$ cat config.mk
export PLATFORM = sky130hd
export DESIGN_NAME = alu_seq
export DESIGN_NICKNAME = d
export VERILOG_FILES = /design/src/rtl/alu_pkg.sv /design/src/rtl/alu_mdu.sv /design/src/rtl/alu_seq.sv
export SDC_FILE = /design/constraint.sdc
export NUM_CORES = 1
export LEC_CHECK = 0
export CAP_MARGIN = 25
export CORE_ASPECT_RATIO = 1.4
export CORE_MARGIN = 4
export CORE_UTILIZATION = 30
export CTS_BUF_LIST = sky130_fd_sc_hd__clkbuf_4
export DETAILED_ROUTE_END_ITERATION = 6
export SLEW_MARGIN = 20
export SYNTH_ARGS = -nofsm -noshare
export SYNTH_HDL_FRONTEND = slang
export SYNTH_HIERARCHICAL = 1
export SYNTH_SLANG_ARGS = --single-unit
$ cat constraint.sdc
create_clock -name clk -period 6.6 [get_ports clk]
set_clock_uncertainty 0.2 [all_clocks]
set_input_delay 1.32 -clock clk [delete_from_list [all_inputs] [get_ports clk]]
set_output_delay 1.32 -clock clk [all_outputs]
set_load 0.02 [all_outputs]
$ cat src/rtl/alu_pkg.sv
// Shared definitions for the sequential ALU.
// Holds the opcode map and the controller state encoding used by
// alu_seq; alu_mdu needs neither, so it stays self-contained.
package alu_pkg;

  // Opcode map. Codes not listed here behave as a pass-through of a_data.
  localparam int OP_ADD  = 0;
  localparam int OP_ADDC = 1;
  localparam int OP_SUBB = 2;
  localparam int OP_INC  = 3;
  localparam int OP_DEC  = 4;
  localparam int OP_ANL  = 5;
  localparam int OP_ORL  = 6;
  localparam int OP_XRL  = 7;
  localparam int OP_CPL  = 8;
  localparam int OP_CLR  = 9;
  localparam int OP_RL   = 10;
  localparam int OP_RLC  = 11;
  localparam int OP_RR   = 12;
  localparam int OP_RRC  = 13;
  localparam int OP_SWAP = 14;
  localparam int OP_DA   = 15;
  localparam int OP_MUL  = 16;
  localparam int OP_DIV  = 17;

  typedef enum logic [1:0] {
    ST_IDLE   = 2'd0,
    ST_MUL_IT = 2'd1,
    ST_DIV_IT = 2'd2,
    ST_FIN    = 2'd3
  } state_t;

endpackage

$ cat src/rtl/alu_mdu.sv
// Iterative unsigned multiply / divide datapath, one bit per clock.
// Ports:
//   clk, rst        clock, synchronous active-high reset
//   start           load operands and begin WIDTH iterations
//   div_sel         0 = shift-add multiply, 1 = restoring divide
//   a_data, b_data  operands (multiplier/dividend, multiplicand/divisor)
//   last            high during the final iteration cycle
//   res_lo, res_hi  value the result registers take at the end of this
//                   cycle; on 'last' this is the final product/quotient
//                   (lo) and product-high/remainder (hi)
module alu_mdu #(
  parameter int WIDTH = 8
) (
  input  logic             clk,
  input  logic             rst,
  input  logic             start,
  input  logic             div_sel,
  input  logic [WIDTH-1:0] a_data,
  input  logic [WIDTH-1:0] b_data,
  output logic             last,
  output logic [WIDTH-1:0] res_lo,
  output logic [WIDTH-1:0] res_hi
);

  localparam int CNT_W = $clog2(WIDTH + 1);

  logic [WIDTH-1:0] hi_q, lo_q, b_q;
  logic             div_q;
  logic [CNT_W-1:0] cnt_q;
  logic [WIDTH:0]   sum;
  logic [WIDTH:0]   rem_t;

  // Down-counter: non-zero means an operation is in flight, 1 is the last step.
  assign last = (cnt_q == CNT_W'(1));

  always_comb begin
    sum   = {1'b0, hi_q} + (lo_q[0] ? {1'b0, b_q} : '0);
    rem_t = {hi_q, lo_q[WIDTH-1]};
    if (div_q) begin
      // Partial remainder is always < divisor, so WIDTH bits suffice.
      if (rem_t >= {1'b0, b_q}) begin
        res_hi = rem_t[WIDTH-1:0] - b_q;
        res_lo = {lo_q[WIDTH-2:0], 1'b1};
      end else begin
        res_hi = rem_t[WIDTH-1:0];
        res_lo = {lo_q[WIDTH-2:0], 1'b0};
      end
    end else begin
      // Multiplier bits shift out of lo while product bits shift in from hi.
      {res_hi, res_lo} = {sum, lo_q[WIDTH-1:1]};
    end
  end

  always_ff @(posedge clk) begin
    if (rst) begin
      hi_q  <= '0;
      lo_q  <= '0;
      b_q   <= '0;
      div_q <= 1'b0;
      cnt_q <= '0;
    end else if (start) begin
      hi_q  <= '0;
      lo_q  <= a_data;
      b_q   <= b_data;
      div_q <= div_sel;
      cnt_q <= CNT_W'(WIDTH);
    end else if (cnt_q != '0) begin
      hi_q  <= res_hi;
      lo_q  <= res_lo;
      cnt_q <= cnt_q - CNT_W'(1);
    end
  end

endmodule

$ cat src/rtl/alu_seq.sv
// Sequential 8051-style ALU: single-cycle ops complete in one clock,
// MUL/DIV iterate WIDTH clocks in alu_mdu. Results are held until the
// next done pulse.
// Ports:
//   clk, rst                 clock, synchronous active-high reset
//   start                    request, accepted only while idle
//   alu_op, a_data, b_data   opcode and operands (sampled on acceptance)
//   c_in, ac_in              carry / auxiliary-carry in
//   busy                     operation in progress (through done cycle)
//   done                     one-cycle completion pulse
//   ans, ans_hi              result low / high (product hi, remainder)
//   c_out, ac_out, ov_out    result flags
//
// state     | meaning
// ST_IDLE   | waiting for start
// ST_MUL_IT | multiply iterating in alu_mdu
// ST_DIV_IT | divide iterating in alu_mdu
// ST_FIN    | results valid, done asserted
module alu_seq
  import alu_pkg::*;
#(
  parameter int WIDTH = 8,
  parameter int OP_W  = 5
) (
  input  logic             clk,
  input  logic             rst,
  input  logic             start,
  input  logic [OP_W-1:0]  alu_op,
  input  logic [WIDTH-1:0] a_data,
  input  logic [WIDTH-1:0] b_data,
  input  logic             c_in,
  input  logic             ac_in,
  output logic             busy,
  output logic             done,
  output logic [WIDTH-1:0] ans,
  output logic [WIDTH-1:0] ans_hi,
  output logic             c_out,
  output logic             ac_out,
  output logic             ov_out
);

  state_t state_q, state_d;

  logic             is_mul, is_div, accept, mdu_start, mdu_last;
  logic [WIDTH-1:0] mdu_lo, mdu_hi;

  logic             cin_add;
  logic [WIDTH:0]   sum;
  logic [WIDTH-1:0] dif;
  logic [WIDTH-1:0] da_val;
  logic [WIDTH:0]   da_tmp;
  logic             da_c;
  logic [WIDTH-1:0] r_ans, r_hi;
  logic             r_c, r_ac, r_ov;

  assign busy      = (state_q != ST_IDLE);
  assign done      = (state_q == ST_FIN);
  assign is_mul    = (alu_op == OP_W'(OP_MUL));
  assign is_div    = (alu_op == OP_W'(OP_DIV));
  assign accept    = (state_q == ST_IDLE) && start;
  // Divide by zero never reaches the iterative unit.
  assign mdu_start = accept && (is_mul || (is_div && (b_data != '0)));

  alu_mdu #(.WIDTH(WIDTH)) u_mdu (
    .clk     (clk),
    .rst     (rst),
    .start   (mdu_start),
    .div_sel (is_div),
    .a_data  (a_data),
    .b_data  (b_data),
    .last    (mdu_last),
    .res_lo  (mdu_lo),
    .res_hi  (mdu_hi)
  );

  always_comb begin
    state_d = state_q;
    case (state_q)
      ST_IDLE: begin
        if (start) begin
          if (mdu_start) state_d = is_div ? ST_DIV_IT : ST_MUL_IT;
          else           state_d = ST_FIN;
        end
      end
      ST_MUL_IT, ST_DIV_IT: if (mdu_last) state_d = ST_FIN;
      ST_FIN:  state_d = ST_IDLE;
      default: state_d = ST_IDLE;
    endcase
  end

  always_ff @(posedge clk) begin
    if (rst) state_q <= ST_IDLE;
    else     state_q <= state_d;
  end

  // Single-cycle result path, evaluated on the live inputs at acceptance.
  always_comb begin
    cin_add = (alu_op == OP_W'(OP_ADDC)) && c_in;
    sum     = {1'b0, a_data} + {1'b0, b_data} + {{WIDTH{1'b0}}, cin_add};
    dif     = a_data - b_data - {{(WIDTH-1){1'b0}}, c_in};

    // Decimal adjust: nibble 0 honours ac_in, the top nibble honours c_in,
    // and carries out of any nibble ripple into the next.
    da_val = a_data;
    da_c   = c_in;
    da_tmp = '0;
    for (int i = 0; i < WIDTH / 4; i++) begin
      if ((da_val[4*i +: 4] > 4'd9) || ((i == 0) && ac_in) ||
          ((i == WIDTH / 4 - 1) && c_in)) begin
        da_tmp = {1'b0, da_val} + ((WIDTH+1)'(6) << (4 * i));
        da_val = da_tmp[WIDTH-1:0];
        da_c   = da_c | da_tmp[WIDTH];
      end
    end

    r_ans = a_data;
    r_hi  = '0;
    r_c   = c_in;
    r_ac  = ac_in;
    r_ov  = 1'b0;
    case (alu_op)
      OP_W'(OP_ADD), OP_W'(OP_ADDC): begin
        r_ans = sum[WIDTH-1:0];
        r_c   = sum[WIDTH];
        r_ac  = ({1'b0, a_data[3:0]} + {1'b0, b_data[3:0]} + {4'd0, cin_add}) > 5'd15;
        r_ov  = (a_data[WIDTH-1] == b_data[WIDTH-1]) && (sum[WIDTH-1] != a_data[WIDTH-1]);
      end
      OP_W'(OP_SUBB): begin
        r_ans = dif;
        r_c   = {1'b0, a_data} < ({1'b0, b_data} + {{WIDTH{1'b0}}, c_in});
        r_ac  = {1'b0, a_data[3:0]} < ({1'b0, b_data[3:0]} + {4'd0, c_in});
        r_ov  = (a_data[WIDTH-1] != b_data[WIDTH-1]) && (dif[WIDTH-1] != a_data[WIDTH-1]);
      end
      OP_W'(OP_INC):  r_ans = a_data + WIDTH'(1);
      OP_W'(OP_DEC):  r_ans = a_data - WIDTH'(1);
      OP_W'(OP_ANL):  r_ans = a_data & b_data;
      OP_W'(OP_ORL):  r_ans = a_data | b_data;
      OP_W'(OP_XRL):  r_ans = a_data ^ b_data;
      OP_W'(OP_CPL):  r_ans = ~a_data;
      OP_W'(OP_CLR):  r_ans = '0;
      OP_W'(OP_RL):   r_ans = {a_data[WIDTH-2:0], a_data[WIDTH-1]};
      OP_W'(OP_RR):   r_ans = {a_data[0], a_data[WIDTH-1:1]};
      OP_W'(OP_RLC): begin
        r_ans = {a_data[WIDTH-2:0], c_in};
        r_c   = a_data[WIDTH-1];
      end
      OP_W'(OP_RRC): begin
        r_ans = {c_in, a_data[WIDTH-1:1]};
        r_c   = a_data[0];
      end
      OP_W'(OP_SWAP): r_ans = {a_data[WIDTH/2-1:0], a_data[WIDTH-1:WIDTH/2]};
      OP_W'(OP_DA): begin
        r_ans = da_val;
        r_c   = da_c;
      end
      OP_W'(OP_DIV): begin
        // Only reached with b_data == 0.
        r_ans = '1;
        r_hi  = a_data;
        r_c   = 1'b0;
        r_ac  = 1'b0;
        r_ov  = 1'b1;
      end
      default: ;
    endcase
  end

  // Outputs change only when the op that produces them completes, so they
  // stay stable while a MUL/DIV is iterating.
  always_ff @(posedge clk) begin
    if (rst) begin
      ans    <= '0;
      ans_hi <= '0;
      c_out  <= 1'b0;
      ac_out <= 1'b0;
      ov_out <= 1'b0;
    end else if (accept && !mdu_start) begin
      ans    <= r_ans;
      ans_hi <= r_hi;
      c_out  <= r_c;
      ac_out <= r_ac;
      ov_out <= r_ov;
    end else if (mdu_last) begin
      ans    <= mdu_lo;
      ans_hi <= mdu_hi;
      c_out  <= 1'b0;
      ac_out <= 1'b0;
      ov_out <= (state_q == ST_MUL_IT) && (mdu_hi != '0);
    end
  end

endmodule
After elaboration in Yosys (flattened, before gate mapping)
Cells that the tools add are included.
{"block": "totals", "ff_bits": 50, "word_cells": 122}
{"block": "op_classes", "add_sub_neg": 15, "n_lt_le_gt_ge": 6, "eq_ne": 27, "n_mux": 32, "bitwise_logic": 6, "reduce_logical": 24}
{"cell": "8-bit one-hot mux with 16 select lines", "n": 1}
{"cell": "8-bit two-way mux", "n": 13}
{"cell": "5-bit by 4-bit equality test with 1-bit output (second input constant)", "n": 8}
{"cell": "5-bit by 3-bit equality test with 1-bit output (second input constant)", "n": 4}
{"cell": "8-bit nonzero test", "n": 2}
{"cell": "8-bit subtractor", "n": 2}
{"cell": "5-bit by 2-bit equality test with 1-bit output (second input constant)", "n": 2}
{"cell": "5-bit equality test (second input constant)", "n": 2}
{"cell": "8-bit by 1-bit adder with 9-bit output", "n": 1}
{"cell": "8-bit by 3-bit adder with 9-bit output (second input constant)", "n": 1}
{"cell": "8-bit by 7-bit adder with 9-bit output (second input constant)", "n": 1}
{"cell": "8-bit by 8-bit adder with 9-bit output", "n": 1}
{"cell": "8-bit by 9-bit adder with 9-bit output", "n": 1}
{"cell": "9-bit by 1-bit adder with 9-bit output", "n": 1}
{"cell": "9-bit by 8-bit >= comparator with 1-bit output", "n": 1}
{"cell": "8-bit by 9-bit less-than comparator with 1-bit output", "n": 1}
{"cell": "8-bit by 1-bit adder with 8-bit output (second input constant)", "n": 1}
{"cell": "8-bit bitwise AND", "n": 1}
{"cell": "4-bit greater-than comparator (second input constant)", "n": 2}
{"cell": "1-bit logical AND", "n": 8}
{"cell": "1-bit two-way mux", "n": 8}
{"cell": "2-bit two-way mux", "n": 4}
{"cell": "4-bit two-way mux", "n": 2}
{"cell": "8-bit inverter", "n": 1}
{"cell": "29 further kinds", "n": 41}

Logic depth before layout (Yosys ltp)
Gate-level depths: netlist of the first run.
{"block": "logic_depth", "ltp_word": 8, "depth_mapped": 14, "mapped_depth_nobuf": 14}

Modules after synthesis
The synthesis of the first run kept the hierarchy.
{"mod": "alu_seq", "n_inst": 1, "cells_per_inst": 521, "area_per_inst_um2": 3832.4, "seq_area_each_um2": 420.4}
{"mod": "alu_mdu", "n_inst": 1, "cells_per_inst": 281, "area_per_inst_um2": 2354.8, "seq_area_each_um2": 580.6}

Worst setup path after synthesis of the first run
No wires, ideal clock.
{"block": "synth_path", "path_type": "input-to-reg", "from": "input alu_op[4]", "to": "register ans[7]", "setup_ns": 0.136, "arrival_time_ns": 4.184, "slack_ns": 2.081, "cell_stages": 12, "path_buffers": 1, "path_cell_list": "clkbuf_1 > nor2_1 > nand2_1 > nor3_1 > ha_1 > a211oi_1 > o21ai_1 > a31oi_1 > xnor2_1 > mux2_1 > o41ai_1 > o211ai_1"}
{"block": "synth_between", "elab_chain_cells": 7, "elab_cells_between_ends": 29, "classes_between": "1 x add/sub; 17 x eq/ne; 2 x mux; 9 x reduce/logical"}
{"element": "start, declared", "line_no": "alu_seq.sv:28", "text": "input logic [OP_W-1:0] alu_op,"}
{"element": "parallel branches: the longest is 7 deep, another holds 9-bit by 1-bit adder with 9-bit output"}
{"element": "end signal, assigned", "line_no": "alu_seq.sv:178", "text": "ans <= r_ans;"}
{"element": "end signal, assigned", "line_no": "alu_seq.sv:184", "text": "ans <= mdu_lo;"}
{"element": "end, declared", "line_no": "alu_seq.sv:35", "text": "output logic [WIDTH-1:0] ans,"}
Several ways; the timed one is not identified.
A chain may end at the register's enable or synchronous reset.

Final worst setup path of the first run
{"block": "layout_path", "from": "input alu_op[3]", "to": "register ans[7]"}
Same word-level chain as after synthesis.

==> impl_metrics.json, run 1 <==
{
  "gp_congestion": 0.951,
  "drc": 19,
  "critPathRequiredTime_ns": 6.68,
  "fill_cells": 2157,
  "postPlaceCellArea_um2": 6900,
  "tns_ns": 0,
  "io_pins": 47,
  "cts_tree": "yes",
  "tightest_slew_ns": 0.830,
  "dr.pass1.iters": 7,
  "syn_nets": 905,
  "finalHoldViolCount": 0,
  "dieWidth_um": 129,
  "synth_top_family_by_area": "compound AO/OA/AOI/OAI gates",
  "cts_sinks": 50,
  "grt_pass1_vias": 6261,
  "cts_buffer_depth": 2,
  "hold_buffers": 0,
  "synthesis.area_um2": 6190,
  "overflow": 0,
  "drv_cap": 0,
  "postCtsSetupBuffers": 0,
  "drtIter0Drc": 526,
  "wl_per_cell_um": 20.0,
  "p_total_mw": 1.71,
  "grt_start_max_net_pins": 44,
  "clock_power_share_pct": 11.0,
  "routed_wirelength_um": 21600,
  "syn_to_final_growth_pct": 12.9,
  "synth-xor-area-share_pct": 5.10,
  "ir_drop_v": 0.000178,
  "powerDensity_nw_per_um2": 245,
  "h-tree-depth": 2,
  "timing.hold.worst.class": "flip-flop to flip-flop",
  "cts_resized": 0,
  "drive_gt1_share_pct": 7.35,
  "post_drt_via_cell_ratio": 5.77,
  "crit_fanout": 20,
  "dr_wl_met2_um": 10800,
  "synth_edf_count": 0,
  "synthAdderAreaFrac_pct": 16.4,
  "synth.distinct_cells": 88,
  "final_cells": 1083,
  "status": "finished, violations left",
  "routed-wl-met3_um": 1080,
  "p_int_mw": 0.890,
  "swShare_pct": 48.1,
  "port_buffers": 46,
  "ys_async_sr_fraction_pct": 0,
  "initial_core_util_pct": 30.8,
  "num_vias": 6247,
  "synth_compound_area_share_pct": 27.4,
  "period_share_pct": 73.7,
  "clockRootBuffer": "clkbuf_4",
  "cts_buffers": 5,
  "synthSimpleGateAreaFrac_pct": 21.7,
  "finalMaxSlewViolations": 0,
  "yosys_warnings": 6,
  "fin_crit_ns": 4.86,
  "syn_avg_cell_area_um2": 7.71,
  "fmax_ghz": 0.206,
  "top_layer": "met4",
  "ys_ff_latch": 50,
  "ys_seq_area_share_pct": 16.2,
  "antenna_found_initial": 1,
  "finalSetupViolCount": 0,
  "pwr-share-seq_pct": 24.2,
  "maxSlewHeadroom_pct": 44.2,
  "track_usage_pct": 19.0,
  "die_h_um": 178,
  "switchingPower_mw": 0.823,
  "grt_pass1_wl_um": 34400,
  "worstPathArrival_ns": 4.94,
  "synth.area.mux_share_pct": 6.79,
  "core_area_um2": 20100,
  "rsz0062_at_grt": "false",
  "die-area_um2": 23000,
  "crit_path_end_kind": "flip-flop",
  "violations": "DRC",
  "dp.cells": 1074,
  "p_comb_share_pct": 64.8,
  "crit_type": "input port to flip-flop",
  "synthCells": 802,
  "ys.flop_type": "dfxtp_1",
  "clk_latency_ns": 0.39,
  "met1_length_um": 8720,
  "ant_nets": 0,
  "nNetsFinal": 932,
  "dp_hpwl_um": 16600,
  "rows": 61,
  "fin_area_um2": 6990,
  "utilization_pct": 34.8,
  "p_leak_nw": 2.79,
  "clk_pin_slew_ns": 0.16,
  "cp-start-kind": "input port"
}
[placed cells by master (no fill, tap or decap), drive strengths merged, types with 18 or more instances in the layout]
cell type,netlist,layout
buf,18,20
ha,70,70
a31oi,18,18
nand2,61,61
nor2b,24,24
nor3,19,19
nor2,73,73
a21oi,35,35
xnor2,29,29
inv,51,51
a211oi,19,19
clkdlybuf4s50,0,45
nand3,25,25
mux2i,33,33
o21ai,54,54
dfxtp,50,50
[critical path: stages]
cell and delay [ns]:
clkdlybuf4s50_1 0.76, nor2_1 0.29, nand2_1 0.25, nor3_1 0.20, buf_4 0.19, ha_1 0.25, a211oi_1 0.31, o21ai_1 0.12
a31oi_1 0.21, xnor2_1 0.15, mux2_1 0.35, o41ai_1 0.40, o211ai_1 0.14
[logic make-up (layout without fill, tap and decap cells)]
logic type,after synthesis,after routing
xor gates and xnor gates,36,36
buffers and inverters,96,124
AOI/OAI and AO/OA,234,234
adders and majority gates,77,77
muxes,41,41
DFF,50,50
other,0,1
and+or+nand+nor,268,268
[sequential cells by signal (all words and copies together), names as in the netlist]
register	count
ans_hi	8
c_out	1
u_mdu/div_q	1
ov_out	1
u_mdu/hi_q	8
state_q	2
u_mdu/lo_q	8
ac_out	1
u_mdu/b_q	8
u_mdu/cnt_q	4
ans	8
[Yosys cell counts (7+ instances only)]
cell | number | area share (%)
nor2_1 | 73 | 4.4
ha_1 | 70 | 14
nand2_1 | 61 | 3.7
dfxtp_1 | 50 | 16
inv_1 | 50 | 3.0
o21ai_0 | 44 | 3.6
a21oi_1 | 34 | 2.8
mux2i_1 | 33 | 5.3
xnor2_1 | 29 | 4.1
clkbuf_1 | 27 | 1.6
nand3_1 | 25 | 2.0
nor2b_1 | 24 | 2.4
a31oi_1 | 18 | 1.8
nor3_1 | 18 | 1.5
a211oi_1 | 17 | 2.1
and2_1 | 11 | 1.1
a22oi_1 | 9 | 1.1
nand2b_1 | 9 | 0.91
o21ai_1 | 9 | 0.73
o211ai_1 | 8 | 0.97
a21o_1 | 7 | 0.85
buf_1 | 7 | 0.42
buf_2 | 7 | 0.57
fa_1 | 7 | 2.3
o21a_1 | 7 | 0.85
o22ai_1 | 7 | 0.71
o31ai_1 | 7 | 0.85
xor2_1 | 7 | 0.99
[power by group through the flow]
stage	Combinational [mW]	Sequential, mW	Clock, mW
CTS	1.11	0.415	0.195
global route	1.22	0.422	0.206
global placement	1.09	0.422	0
floorplan	0.799	0.422	0
detailed placement	1.10	0.421	0
finish	1.11	0.414	0.189
[metrics by stage]
stage,hold slack [ns],worst slack (ns)
2_1_floorplan,0.249,2.08
3_3_place_gp,0.274,1.51
3_5_place_dp,0.283,1.41
4_1_cts,0.306,1.81
5_1_grt,0.349,1.55
6_report,0.303,1.74
[metal layers]
layer / vias to the layer above / track usage (%)
met3: 54 / 2.02
li1: 2994 / -
met1: 2975 / 22.5
met5: - / 0
met4: 0 / 9.33
met2: 224 / 33.6
[final cells by class]
class | instances | area, µm² | area share (%)
Clock inverter | 2 | 37.5 | 0.537
Tap cell | 252 | 315 | 4.51
Timing Repair Buffer | 65 | 598 | 8.56
Sequential cell | 50 | 1000 | 14.3
Antenna cell | 1 | 2.50 | 0.0358
Clock buffer | 6 | 45.0 | 0.645
Inverter | 51 | 191 | 2.74
Multi-Input combinational cell | 656 | 4800 | 68.6
[final timing paths]
kind | start | end | slack (ns) | depth (start not counted)
worst min-delay path | ac_out$_SDFFE_PP0P_ | ac_out$_SDFFE_PP0P_ | 0.30 | 2
worst max register to register | u_mdu/b_q[4]$_SDFFE_PP0P_ | ov_out$_SDFFE_PP0P_ | 2.85 | 13
worst min register to register | ac_out$_SDFFE_PP0P_ | ac_out$_SDFFE_PP0P_ | 0.30 | 2
worst max-delay path | alu_op[3] | ans[7]$_SDFFE_PP0P_ | 1.74 | 13
No activity file was read; power rests on OpenSTA's default activity.
==> inputs of run 2 (changes only) <==
- clock period: 6.6 -> 5.05 ns (I/O delays scaled with it)
==> run 2 against run 1 <==
Against the previous run:
- the run now ends clean
- final area increased by 0.27%
- global-route usage grew 0.35 points
- highest routed layer unchanged
- critical endpoint is now ans[6]$_SDFFE_PP0P_
- cell count grew 0.55%
==> impl_metrics.json, run 2 (same netlist as run 1, synthesis figures left out) <==
{
  "status": "finished, final reports clean",
  "hold_buffers": 0,
  "finalMaxSlewViolations": 0,
  "cts_resized": 0,
  "whs_ns": 0.293,
  "wl_per_cell_um": 20.4,
  "overflow": 0,
  "finalSetupViolCount": 0,
  "worstPathCellList": "clkdlybuf4s50_1 > buf_4 > or2_1 > nor2_1 > nand3_1 > fa_1 > fa_1 > nor2b_1 > o21ai_1 > nand2b_1 > a31oi_1 > xnor2_1 > a221oi_1 > a21oi_1",
  "rows": 61,
  "postCtsSetupBuffers": 0,
  "grt_pass1_vias": 6300,
  "cpMostUsedCell": "fa_1",
  "cts_sinks": 50,
  "mostFrequentLayoutCell": "nor2_1",
  "ant_nets": 0,
  "crit_family": "simple AND/OR/NAND/NOR gates",
  "tightest_slew_ns": 0.704,
  "h-tree-depth": 2,
  "drv_cap": 0,
  "dr.pass1.iters": 5,
  "ff2ff_setup_slack_ns": 1.37,
  "die_h_um": 178,
  "port_buffers": 46,
  "tns_ns": 0,
  "antenna_found_initial": 1,
  "syn_to_final_growth_pct": 13.2,
  "die-area_um2": 23000,
  "drc": 0,
  "finalHoldViolCount": 0,
  "fmax_ghz": 0.243,
  "initial_core_util_pct": 30.8,
  "grt_pass1_wl_um": 34800,
  "gp_congestion": 0.977,
  "cts_buffer_depth": 2,
  "final_cells": 1089,
  "timing.hold.worst.class": "flip-flop to flip-flop",
  "cp_slowest_stage_delay_ns": 0.44,
  "cts_buffers": 5,
  "p_leak_nw": 2.81,
  "drive_gt1_share_pct": 7.89,
  "hold-path-endpoint": "state_q[1]$_SDFFE_PP0P_",
  "track_usage_pct": 19.3,
  "r2r_end": "ov_out$_SDFFE_PP0P_",
  "crit_path_end_kind": "flip-flop",
  "mostFrequentLayoutCells": "nor2_1, ha_1, nand2_1",
  "ir_drop_v": 0.000161,
  "cp-start-kind": "input port",
  "dp_hpwl_um": 17600,
  "min-delay-start": "state_q[1]$_SDFFE_PP0P_",
  "period_share_pct": 81.3,
  "worstPathArrival_ns": 4.20,
  "crit_path_top_delay_cell": "clkdlybuf4s50_1",
  "dp.cells": 1080,
  "powerDensity_nw_per_um2": 315,
  "maxSlewHeadroom_pct": 53.0,
  "postPlaceCellArea_um2": 6940,
  "r2r_cells": 13,
  "dieWidth_um": 129,
  "core_area_um2": 20100,
  "fin_crit_ns": 4.11,
  "path_buf_inv": 2,
  "clockRootBuffer": "clkbuf_4",
  "reg2reg_from": "u_mdu/b_q[4]$_SDFFE_PP0P_",
  "clk_latency_ns": 0.39,
  "drtIter0Drc": 456,
  "nNetsFinal": 938,
  "pre_cts_ws_ns": 0.573,
  "io_pins": 47,
  "num_vias": 6263,
  "fin_area_um2": 7010,
  "cts_tree": "yes",
  "fill_cells": 2137,
  "crit_type": "input port to flip-flop",
  "crit_fanout": 17,
  "min_path_cells": 2,
  "grt_start_max_net_pins": 44,
  "setup_ws_ns": 0.943,
  "clk_pin_slew_ns": 0.17,
  "routed_wirelength_um": 22300,
  "critPathRequiredTime_ns": 5.15,
  "rsz0062_at_grt": "false",
  "post_drt_via_cell_ratio": 5.75
}
-- run 2: worst max path at each step --
stage               startpoint                  end  slack [ns]  cells after the start
floorplan            alu_op[4]  ans[7]$_SDFFE_PP0P_        0.84                     12
global placement     alu_op[4]  ans[7]$_SDFFE_PP0P_        0.64                     12
detailed placement   alu_op[4]  ans[7]$_SDFFE_PP0P_        0.57                     12
CTS                  alu_op[4]  ans[7]$_SDFFE_PP0P_        1.01                     12
global route         alu_op[4]  ans[7]$_SDFFE_PP0P_        0.71                     12
finish               alu_op[4]  ans[6]$_SDFFE_PP0P_        0.94                     14
-- run 2: routing by layer --
metal | share of wire, % | vias to the layer above | global-route usage [%] | wire length, µm
met5 | 0 | - | 0 | 0
met4 | 6.3 | 0 | 11.6 | 1390
met3 | 4.4 | 85 | 2.77 | 984
met2 | 51 | 217 | 34.4 | 11300
met1 | 39 | 2958 | 21.4 | 8630
li1 | - | 3003 | - | -
-- run 2: tightest hold or removal path: stages, from the launching register on --
cell and delay (ns):
dfxtp_1 0.36, nand2_1 0.06, a21oi_1 0.05
-- run 2: area by class of cell --
class                      count  area, µm²  area share (%)
antenna                        1       2.50          0.0357
clock buffer                   5       37.5           0.536
clock inverter                 3       21.3           0.304
inverter                      51        191            2.73
multi-input combinational    656       4790            68.4
sequential                    50       1000            14.3
tap                          252        315            4.50
timing repair buffer          71        643            9.18
-- run 2: power by group --
part	leakage, nW	internal, mW	switching (mW)
combinational	2.37	0.588	0.879
clock	0.0312	0.0545	0.144
sequential	0.407	0.468	0.0732
-- run 2: per-stage QoR --
| step | utilization, % | total power, mW |
|---|---|---|
| 6_report | 34.9 | 2.21 |
| 5_1_grt | 34.9 | 2.37 |
| 4_1_cts | 34.9 | 2.21 |
| 3_5_place_dp | 34.6 | 2.00 |
| 3_3_place_gp | 34.6 | 1.99 |
| 2_1_floorplan | - | 1.60 |
==> inputs of run 3 (changes only) <==
- clock period: 5.05 -> 3.65 ns (I/O delays scaled with it)
==> run 3 against run 2 <==
Against the previous run:
- global-route usage increased by 0.21 points
- non-clock buffer count increased by 94
- sequential power increased by 38%
- largest cell class unchanged
==> impl_metrics.json, run 3 (same netlist as run 1, synthesis figures left out) <==
{
  "postPlaceCellArea_um2": 7650,
  "antenna_found_initial": 1,
  "finalMaxSlewViolations": 0,
  "ir_drop_v": 0.000147,
  "die_h_um": 178,
  "tns_ns": 0,
  "dp.cells": 1172,
  "syn_to_final_growth_pct": 25.5,
  "pre_cts_ws_ns": -0.371,
  "h-tree-depth": 2,
  "ant_nets": 0,
  "grt-busiest-layer": "met2",
  "post_drt_via_cell_ratio": 5.51,
  "core_area_um2": 20100,
  "wl_per_cell_um": 19.0,
  "timing.hold.worst.class": "flip-flop to flip-flop",
  "r2r_end": "ov_out$_SDFFE_PP0P_",
  "grtUsageMet1_pct": 21.7,
  "track_usage_pct": 19.5,
  "status": "finished, final reports clean",
  "tightest_slew_ns": 0.689,
  "dieWidth_um": 129,
  "initial_core_util_pct": 30.8,
  "reg2reg_from": "u_mdu/hi_q[1]$_SDFFE_PP0P_",
  "cts_tree": "yes",
  "grt_start_max_net_pins": 39,
  "p_leak_nw": 3.28,
  "num_vias": 6524,
  "whs_ns": 0.296,
  "nNetsFinal": 1032,
  "clk_latency_ns": 0.39,
  "worstPathArrival_ns": 3.56,
  "clk_pin_slew_ns": 0.16,
  "drc": 0,
  "crit_path_end_kind": "flip-flop",
  "critPathRequiredTime_ns": 3.70,
  "min-delay-start": "state_q[1]$_SDFFE_PP0P_",
  "hold-path-endpoint": "state_q[1]$_SDFFE_PP0P_",
  "cp-start-kind": "flip-flop",
  "cts_sinks": 50,
  "io_pins": 47,
  "fin_crit_ns": 3.51,
  "die-area_um2": 23000,
  "crit_type": "flip-flop to flip-flop",
  "powerDensity_nw_per_um2": 415,
  "dp_hpwl_um": 18300,
  "grtUsageMet2_pct": 35.6,
  "grt_use_met3_pct": 1.63,
  "r2r_cells": 13,
  "hold_buffers": 0,
  "port_buffers": 46,
  "routed_wirelength_um": 22400,
  "finalHoldViolCount": 0,
  "clockRootBuffer": "clkbuf_4",
  "grt_pass1_vias": 6672,
  "dr.pass1.iters": 6,
  "drive_gt1_share_pct": 18.7,
  "rows": 61,
  "crit_fanout": 7,
  "p_total_mw": 3.22,
  "fmax_ghz": 0.285,
  "ff2ff_setup_slack_ns": 0.14,
  "utilization_pct": 38.7,
  "rsz0062_at_grt": "true",
  "overflow": 0,
  "mostFrequentLayoutCells": "buf_4, nor2_1, ha_1",
  "min_path_cells": 2,
  "gp_congestion": 0.965,
  "finalSetupViolCount": 0,
  "fin_area_um2": 7770,
  "grt_pass1_wl_um": 35500,
  "mostFrequentLayoutCell": "buf_4",
  "drv_cap": 0,
  "setup_ws_ns": 0.137,
  "period_share_pct": 96.3,
  "cts_buffers": 5,
  "cts_buffer_depth": 2,
  "final_cells": 1183,
  "drtIter0Drc": 360,
  "maxSlewHeadroom_pct": 53.6
}
==> run 3: cell types whose count changed in the layout (fill, tap and decap cells not counted), moves of 2 or more <==
cell,change
buf_4,+94
a211oi_1,-5
a211oi_2,+5
o21ai_0,-3
o21ai_1,+3
dfxtp_1,-2
dfxtp_2,+2
fa_1,-2
fa_2,+2
==> run 3: area by class of cell <==
cell class                      count  area [µm²]
Sequential cell                    50        1000
Clock buffer                        6        45.0
Antenna cell                        1        2.50
Multi-Input combinational cell    656        4850
Tap cell                          252         315
Clock inverter                      2        13.8
Inverter                           51         191
Timing Repair Buffer              165        1350
Fill cell                        2089       12300
==> run 3: worst max-delay path by stage <==
stage                          startpoint                  end  slack (ns)
5_1_grt         u_mdu/b_q[4]$_SDFFE_PP0P_  ov_out$_SDFFE_PP0P_       -0.02
4_1_cts        u_mdu/lo_q[0]$_SDFFE_PP0P_  ov_out$_SDFFE_PP0P_      0.0007
3_5_place_dp                    alu_op[4]  ans[7]$_SDFFE_PP0P_       -0.37
6_report       u_mdu/hi_q[1]$_SDFFE_PP0P_  ov_out$_SDFFE_PP0P_        0.14
3_3_place_gp                    alu_op[4]  ans[7]$_SDFFE_PP0P_       -0.32
2_1_floorplan                   alu_op[4]  ans[7]$_SDFFE_PP0P_        0.04
==> run 3: report_power, final <==
group | internal, mW | total, mW | switching [mW]
sequential | 0.648 | 0.746 | 0.0980
combinational | 0.945 | 2.20 | 1.26
clock | 0.0836 | 0.274 | 0.191
total | 1.68 | 3.22 | 1.55
==> run 3: metal layers <==
layer | routed length, µm | share of wire (%) | up-vias
met1 | 8700 | 39 | 3048
met4 | 1460 | 6.5 | 0
met2 | 11500 | 51 | 199
li1 | - | - | 3193
met5 | 0 | 0 | -
met3 | 775 | 3.5 | 84
==> run 3: critical path, stage by stage (launching register included) <==
cell and delay, ns:
dfxtp_1 0.51, ha_1 0.34, a21oi_1 0.19, o21ai_2 0.12, o221a_4 0.30, o2111a_1 0.25, a211oi_2 0.31, inv_1 0.10
or4_1 0.48, o21ai_1 0.15, buf_4 0.13, nand2_1 0.06, o21ai_0 0.11, a221oi_1 0.10
==> run 3: repair_timing <==
action	CTS	global route
resized for setup	1	15
cloned	0	0
endpoints found under the setup margin	1	3
pin swaps	0	7
buffers inserted	0	2
